<file path="config.mk">
export PLATFORM = sky130hd
export DESIGN_NAME = branch_target_predictor
export DESIGN_NICKNAME = d
export VERILOG_FILES = /design/src/rtl/btp_pkg.sv /design/src/rtl/btp_sat_counter.sv /design/src/rtl/branch_target_predictor.sv
export SDC_FILE = /design/constraint.sdc
export NUM_CORES = 1
export LEC_CHECK = 0
export ABC_AREA = 1
export CORE_AREA = 2 2 257 259
export CTS_CLUSTER_SIZE = 40
export DETAILED_ROUTE_END_ITERATION = 12
export DIE_AREA = 0 0 259 261
export PLACE_DENSITY = 0.58
export RECOVER_POWER = 100
export REMOVE_ABC_BUFFERS = 1
export SETUP_SLACK_MARGIN = 0.02
export SYNTH_ARGS = -nofsm -noshare
export SYNTH_HDL_FRONTEND = slang
export SYNTH_SLANG_ARGS = --single-unit
</file>
<file path="constraint.sdc">
create_clock -name clk -period 4.2 [get_ports clk]
set_input_delay 0.63 -clock clk [delete_from_list [all_inputs] [get_ports clk]]
set_output_delay 0.63 -clock clk [all_outputs]
set_load 0.01 [all_outputs]
</file>
<file path="src/rtl/btp_pkg.sv">
// Shared types for the branch target predictor: counter encodings and the entry record.
// BTP_SAT_COUNTER_EN selects a 2-bit saturating counter per entry instead of a single taken bit.
package btp_pkg;

  typedef enum logic [1:0] {
    SNT = 2'b00,
    WNT = 2'b01,
    WT  = 2'b10,
    ST  = 2'b11
  } btp_ctr_e;

`ifdef BTP_SAT_COUNTER_EN
  typedef btp_ctr_e btp_dir_t;
  localparam btp_dir_t DIR_INIT = SNT;
`else
  typedef logic btp_dir_t;
  localparam btp_dir_t DIR_INIT = 1'b0;
`endif

  typedef struct packed {
    logic     valid;
    btp_dir_t dir;
  } btp_entry_t;

  // The predicted direction is the counter MSB, or the bit itself in single-bit mode.
  function automatic logic dir_taken(input btp_dir_t d);
`ifdef BTP_SAT_COUNTER_EN
    logic [1:0] v;
    v = d;
    return v[1];
`else
    return d;
`endif
  endfunction

endpackage

</file>
<file path="src/rtl/btp_sat_counter.sv">
// Per-entry 2-bit saturating direction counter; loaded on allocation, trained on update hits.
module btp_sat_counter
  import btp_pkg::*;
(
  input  logic     clk,
  input  logic     rst_n,
  input  logic     load,
  input  logic     load_taken,
  input  logic     train,
  input  logic     taken,
  output btp_ctr_e state
);

  btp_ctr_e next_state;

  always_comb begin
    next_state = state;
    if (load) begin
      next_state = load_taken ? WT : WNT;
    end else if (train) begin
      case (state)
        SNT:     next_state = taken ? WNT : SNT;
        WNT:     next_state = taken ? WT  : SNT;
        WT:      next_state = taken ? ST  : WNT;
        ST:      next_state = taken ? ST  : WT;
        default: next_state = SNT;
      endcase
    end
  end

  always_ff @(posedge clk or negedge rst_n) begin
    if (!rst_n) state <= SNT;
    else        state <= next_state;
  end

endmodule

</file>
<file path="src/rtl/branch_target_predictor.sv">
// Fully-associative branch target buffer with registered lookup and read-before-write update.
// Define BTP_SAT_COUNTER_EN for 2-bit saturating direction counters; otherwise one taken bit per entry.
module branch_target_predictor
  import btp_pkg::*;
#(
  parameter int ENTRIES = 8,
  parameter int ADDR_W  = 32
) (
  input  logic              clk,
  input  logic              rst_n,
  input  logic              flush,
  input  logic              lkp_valid,
  input  logic [ADDR_W-1:0] lkp_pc,
  output logic              rsp_valid,
  output logic              rsp_hit,
  output logic [ADDR_W-1:0] rsp_target,
  output logic              rsp_taken,
  input  logic              upd_valid,
  input  logic [ADDR_W-1:0] upd_pc,
  input  logic [ADDR_W-1:0] upd_target,
  input  logic              upd_taken
);

  localparam int IDX_W = $clog2(ENTRIES);

  logic [ENTRIES-1:0] valid_q;
  logic [ADDR_W-1:0]  pc_q  [ENTRIES];
  logic [ADDR_W-1:0]  tgt_q [ENTRIES];
  btp_dir_t           dir_q [ENTRIES];
  btp_entry_t         entry [ENTRIES];
  logic [IDX_W-1:0]   victim_q;

  always_comb begin
    for (int i = 0; i < ENTRIES; i++) begin
      entry[i] = '{valid: valid_q[i], dir: dir_q[i]};
    end
  end

  logic              lkp_hit;
  logic              lkp_taken;
  logic [ADDR_W-1:0] lkp_target;

  // At most one entry can match, so the last match found is the only one.
  always_comb begin
    lkp_hit    = 1'b0;
    lkp_taken  = 1'b0;
    lkp_target = '0;
    for (int i = 0; i < ENTRIES; i++) begin
      if (entry[i].valid && pc_q[i] == lkp_pc) begin
        lkp_hit    = 1'b1;
        lkp_taken  = dir_taken(entry[i].dir);
        lkp_target = tgt_q[i];
      end
    end
  end

  logic             upd_hit;
  logic             any_free;
  logic [IDX_W-1:0] hit_idx;
  logic [IDX_W-1:0] free_idx;
  logic [IDX_W-1:0] wr_idx;
  logic             do_write;
  logic             do_alloc;
  logic             use_victim;

  always_comb begin
    upd_hit  = 1'b0;
    hit_idx  = '0;
    any_free = 1'b0;
    free_idx = '0;
    for (int i = 0; i < ENTRIES; i++) begin
      if (entry[i].valid && pc_q[i] == upd_pc) begin
        upd_hit = 1'b1;
        hit_idx = IDX_W'(i);
      end
      if (!entry[i].valid && !any_free) begin
        any_free = 1'b1;
        free_idx = IDX_W'(i);
      end
    end
    do_write   = upd_valid && !flush;
    do_alloc   = do_write && !upd_hit;
    use_victim = do_alloc && !any_free;
    wr_idx     = upd_hit ? hit_idx : (any_free ? free_idx : victim_q);
  end

  always_ff @(posedge clk or negedge rst_n) begin
    if (!rst_n) begin
      valid_q  <= '0;
      victim_q <= '0;
    end else if (flush) begin
      valid_q  <= '0;
      victim_q <= '0;
    end else begin
      if (do_alloc) valid_q[wr_idx] <= 1'b1;
      if (use_victim) begin
        victim_q <= (victim_q == IDX_W'(ENTRIES - 1)) ? '0 : victim_q + 1'b1;
      end
    end
  end

  // Tag and target storage carries no reset; the valid bits guard it.
  always_ff @(posedge clk) begin
    if (do_write) begin
      pc_q[wr_idx]  <= upd_pc;
      tgt_q[wr_idx] <= upd_target;
    end
  end

`ifdef BTP_SAT_COUNTER_EN
  for (genvar g = 0; g < ENTRIES; g++) begin : g_ctr
    btp_sat_counter u_ctr (
      .clk        (clk),
      .rst_n      (rst_n),
      .load       (do_alloc && wr_idx == IDX_W'(g)),
      .load_taken (upd_taken),
      .train      (do_write && upd_hit && wr_idx == IDX_W'(g)),
      .taken      (upd_taken),
      .state      (dir_q[g])
    );
  end
`else
  always_ff @(posedge clk or negedge rst_n) begin
    if (!rst_n) begin
      for (int i = 0; i < ENTRIES; i++) dir_q[i] <= DIR_INIT;
    end else if (do_write) begin
      dir_q[wr_idx] <= upd_taken;
    end
  end
`endif

  // A lookup in the flush cycle must miss even though it reads pre-flush contents.
  always_ff @(posedge clk or negedge rst_n) begin
    if (!rst_n) begin
      rsp_valid  <= 1'b0;
      rsp_hit    <= 1'b0;
      rsp_target <= '0;
      rsp_taken  <= 1'b0;
    end else begin
      rsp_valid  <= lkp_valid;
      rsp_hit    <= lkp_valid && !flush && lkp_hit;
      rsp_target <= (lkp_valid && !flush && lkp_hit) ? lkp_target : '0;
      rsp_taken  <= lkp_valid && !flush && lkp_hit && lkp_taken;
    end
  end

endmodule

</file>
==> summary.txt <==
GRT
  • GRT Resource Usage Total: 40.4%
  • First-pass GRT wire length: 189000 um
  • Overflow after GRT: 0
  • Largest net degree at the start of global routing: 37
  • Vias in the first global route: 25.0k
  • Initial antenna violation count: 10

Setup path
  • R2R Path End: rsp_target[19]
  • Crit-path slowest cell: dlygate4sd3_1
  • Critical Path Start Type: primary input
  • Crit path DAT: 4.26 ns
  • Crit Reg-Reg Startpoint: valid_q[7]
  • CP max FO: 11
  • R2R setup slack: 0.85 ns
  • Worst EP required: 4.52 ns
  • Levels on crit path: 16
  • Crit path capture type: flop
  • End of the critical path: pc_q[5][6]
  • CP delay by family, top: buffers and inverters
  • Critical path buffer and inverter count: 5
  • Critical path class: primary input to flop
  • Critical Path, Cell by Cell: dlygate4sd3_1 > clkbuf_1 > o21ai_0 > nor2_1 > buf_4 > nand4_1 > nor2_1 > nand3_1 > nand2_1 > nor2_1 > nand3_1 > nand2_4 > nor2_4 > nand3_1 > clkinv_2 > clkbuf_2
  • Max stage delay on crit path: 0.69 ns
  • R2r worst-path depth: 11
  • Crit path launch: upd_pc[2]

Placement
  • Detailed Place HPWL: 104000 um
  • RD Place Congestion: 1.11
  • IO Port Bufs: 136
  • Post-Place Cells: 4279

Synth
  • Mapped Cells: 3086
  • Post-Syn Area: 28900 um2
  • EDFF count, synth: 512
  • Mean Syn Cell Area: 9.35 um2
  • Primary FF master, synth: edfxtp_1
  • Count leader, synth: nand2_1
  • Yosys reg bits: 566
  • Yosys synthesis warning count: 0
  • Register area share after synthesis: 58.0%
  • Area contributors post-synth: edfxtp_1, nand2_1, dfrtp_1, inv_1, nor2_1
  • Share of the synthesized area in the top cell type: 53.3%
  • Post-synth top cells: nand2_1, edfxtp_1, inv_1
  • Yosys top cell by area: edfxtp_1
  • Async set-reset flop share out of synthesis: 9.54%
  • Number of library cell types mapped by synthesis: 51

Clocking
  • Num CTS Buffers: 61
  • # resized after CTS: 0
  • Setup bufs post-CTS: 0
  • H-tree depth: 2
  • Worst-Skew Late Latency: 0.66 ns
  • Clock Sinks: 566
  • CTS tree: yes
  • Clock-pin slew on the worst setup and hold paths: 0.06 ns
  • Clock Tree Root: clkbuf_16
  • CTS max path bufs: 3
  • Hold_buf cts: 0

Timing
  • Fin Setup TNS: 0 ns
  • Final Slew Violations: 57
  • Worst Skew: 0.0211 ns
  • Tightest Pin Transition: 1.89 ns
  • Hold Violations, Final: 0
  • Final min period: 3.94 ns
  • Worst rel slew slack: -26.1%
  • Fin crit share: 93.8%
  • Fmax: 0.254 GHz
  • RSZ-0062 raised after global routing: no
  • Final setup vio count: 0

Floorplanning
  • Num rows: 94
  • Initial Utilization: 44.4%
  • Io pins: 137
  • Die height: 261 um
  • Die Wd: 259 um
  • Core area: 65000 um2
  • Full die area: 67600 um2

Final layout
  • Area growth syn-to-layout: 22.5%
  • Register area: 16700 um2
  • Post-layout net count: 3582
  • Share of layout cells above drive strength 1: 14.4%
  • Fin cells: 4400
  • FILL cells: 5747
  • Multi-input logic area: 10100 um2

Status
  • Failing checks: capacitance limit, slew limit
  • Status: finished with violations

Flow run
  • Max-Cap Viols: 2

Routing
  • Final wirelength: 137000 um
  • Initial DRC count: 3647
  • Routed WL per cell: 31.2 um
  • Vias/cell: 5.89
  • Final routed DRC violation total: 0
  • ANT nets after route: 0
  • DR vias: 25.9k
  • DR pass1 iterations: 7

Power and ir drop
  • Max VDD drop: 0.000477 V
  • Leak: 14.4 nW
  • Pwr dens: 365 nW/um2

Hold path
  • Worst min-delay path class: primary input to async pin
==> area by class of cell <==
type                            instances  share of cell area (%)
Tap cell                              864                    3.06
Clock buffer                           85                    4.84
Inverter                              338                    3.60
Timing Repair Buffer                  445                    11.7
Antenna cell                            6                  0.0425
Multi-Input combinational cell       2066                    28.6
Sequential cell                       566                    47.3
Clock inverter                         30                   0.825
==> stage by stage <==
step | hold slack [ns] | utilization, % | setup WS (ns) | area, um2 | total power [mW]
floorplan | 0.334 | - | -0.0469 | 28100 | 6.70
global placement | 0.467 | 51.6 | 0.0319 | 33500 | 7.57
detailed placement | 0.464 | 51.6 | 0.0879 | 33500 | 7.56
CTS | 0.00789 | 54.6 | 0.747 | 35500 | 12.9
global route | 0.504 | 54.3 | 0.284 | 35300 | 13.2
finish | 0.426 | 54.3 | 0.260 | 35300 | 12.9
==> power breakdown <==
group	internal [mW]	leakage, nW	total (mW)	switching, mW
registers	6.20	5.37	6.24	0.0365
clock network	3.04	0.967	5.42	2.38
logic	0.372	8.04	1.23	0.861
==> registers in the layout (all words and copies together), names as in the netlist <==
signal      flops
rsp_target     32
victim_q        3
tgt_q         256
rsp_taken       1
dir_q           8
rsp_valid       1
valid_q         8
pc_q          256
rsp_hit         1
==> worst min path at each step <==
stage | from | to | slack [ns] | depth (start not counted)
2_1_floorplan | rst_n | dir_q[0] | 0.33 | 0
3_3_place_gp | dir_q[6] | dir_q[6] | 0.47 | 2
3_5_place_dp | dir_q[7] | dir_q[7] | 0.46 | 2
4_1_cts | rst_n | rsp_target[31] | 0.008 | 1
5_1_grt | dir_q[7] | dir_q[7] | 0.50 | 2
6_report | rst_n | rsp_target[31] | 0.43 | 1
==> worst register-to-register path, delay by kind of cell (launching register included) <==
kind                   cells  cell delay (ns)
buffers and inverters      3             0.76
flip-flops                 1             0.59
AO/OA/AOI/OAI              2             0.27
AND/OR/NAND/NOR            6             1.59
==> routing by layer <==
metal	routed length, um	track usage (%)
met1	54100	53.8
met2	58600	59.6
met3	15400	10.6
met4	9220	23.7
met5	28	0
==> cell usage in the layout, fill, tap and decap left out, types with 91 or more instances in the layout <==
cell             n
inv_1          286
xnor2_1         91
dlygate4sd3_1  100
a21oi_1        143
edfxtp_1       512
nor2_1         231
o22ai_1        104
o21ai_0         91
buf_4          224
nand3_1        129
nand2_1        938
==> logic make-up (layout without fill, tap and decap cells) <==
kind of cell             after synthesis  after routing  share of synthesized area, %
AO/OA/AOI/OAI                        431            431                          8.80
XOR/XNOR                             131            131                          3.98
adder cells (fa/ha/maj)                2              2                        0.0867
buffers and inverters                454            898                          6.98
flip-flops                           566            566                          58.0
other                                  0              6                             0
AND/OR/NAND/NOR                     1502           1502                          22.2
(Power assumes the default switching activity.)
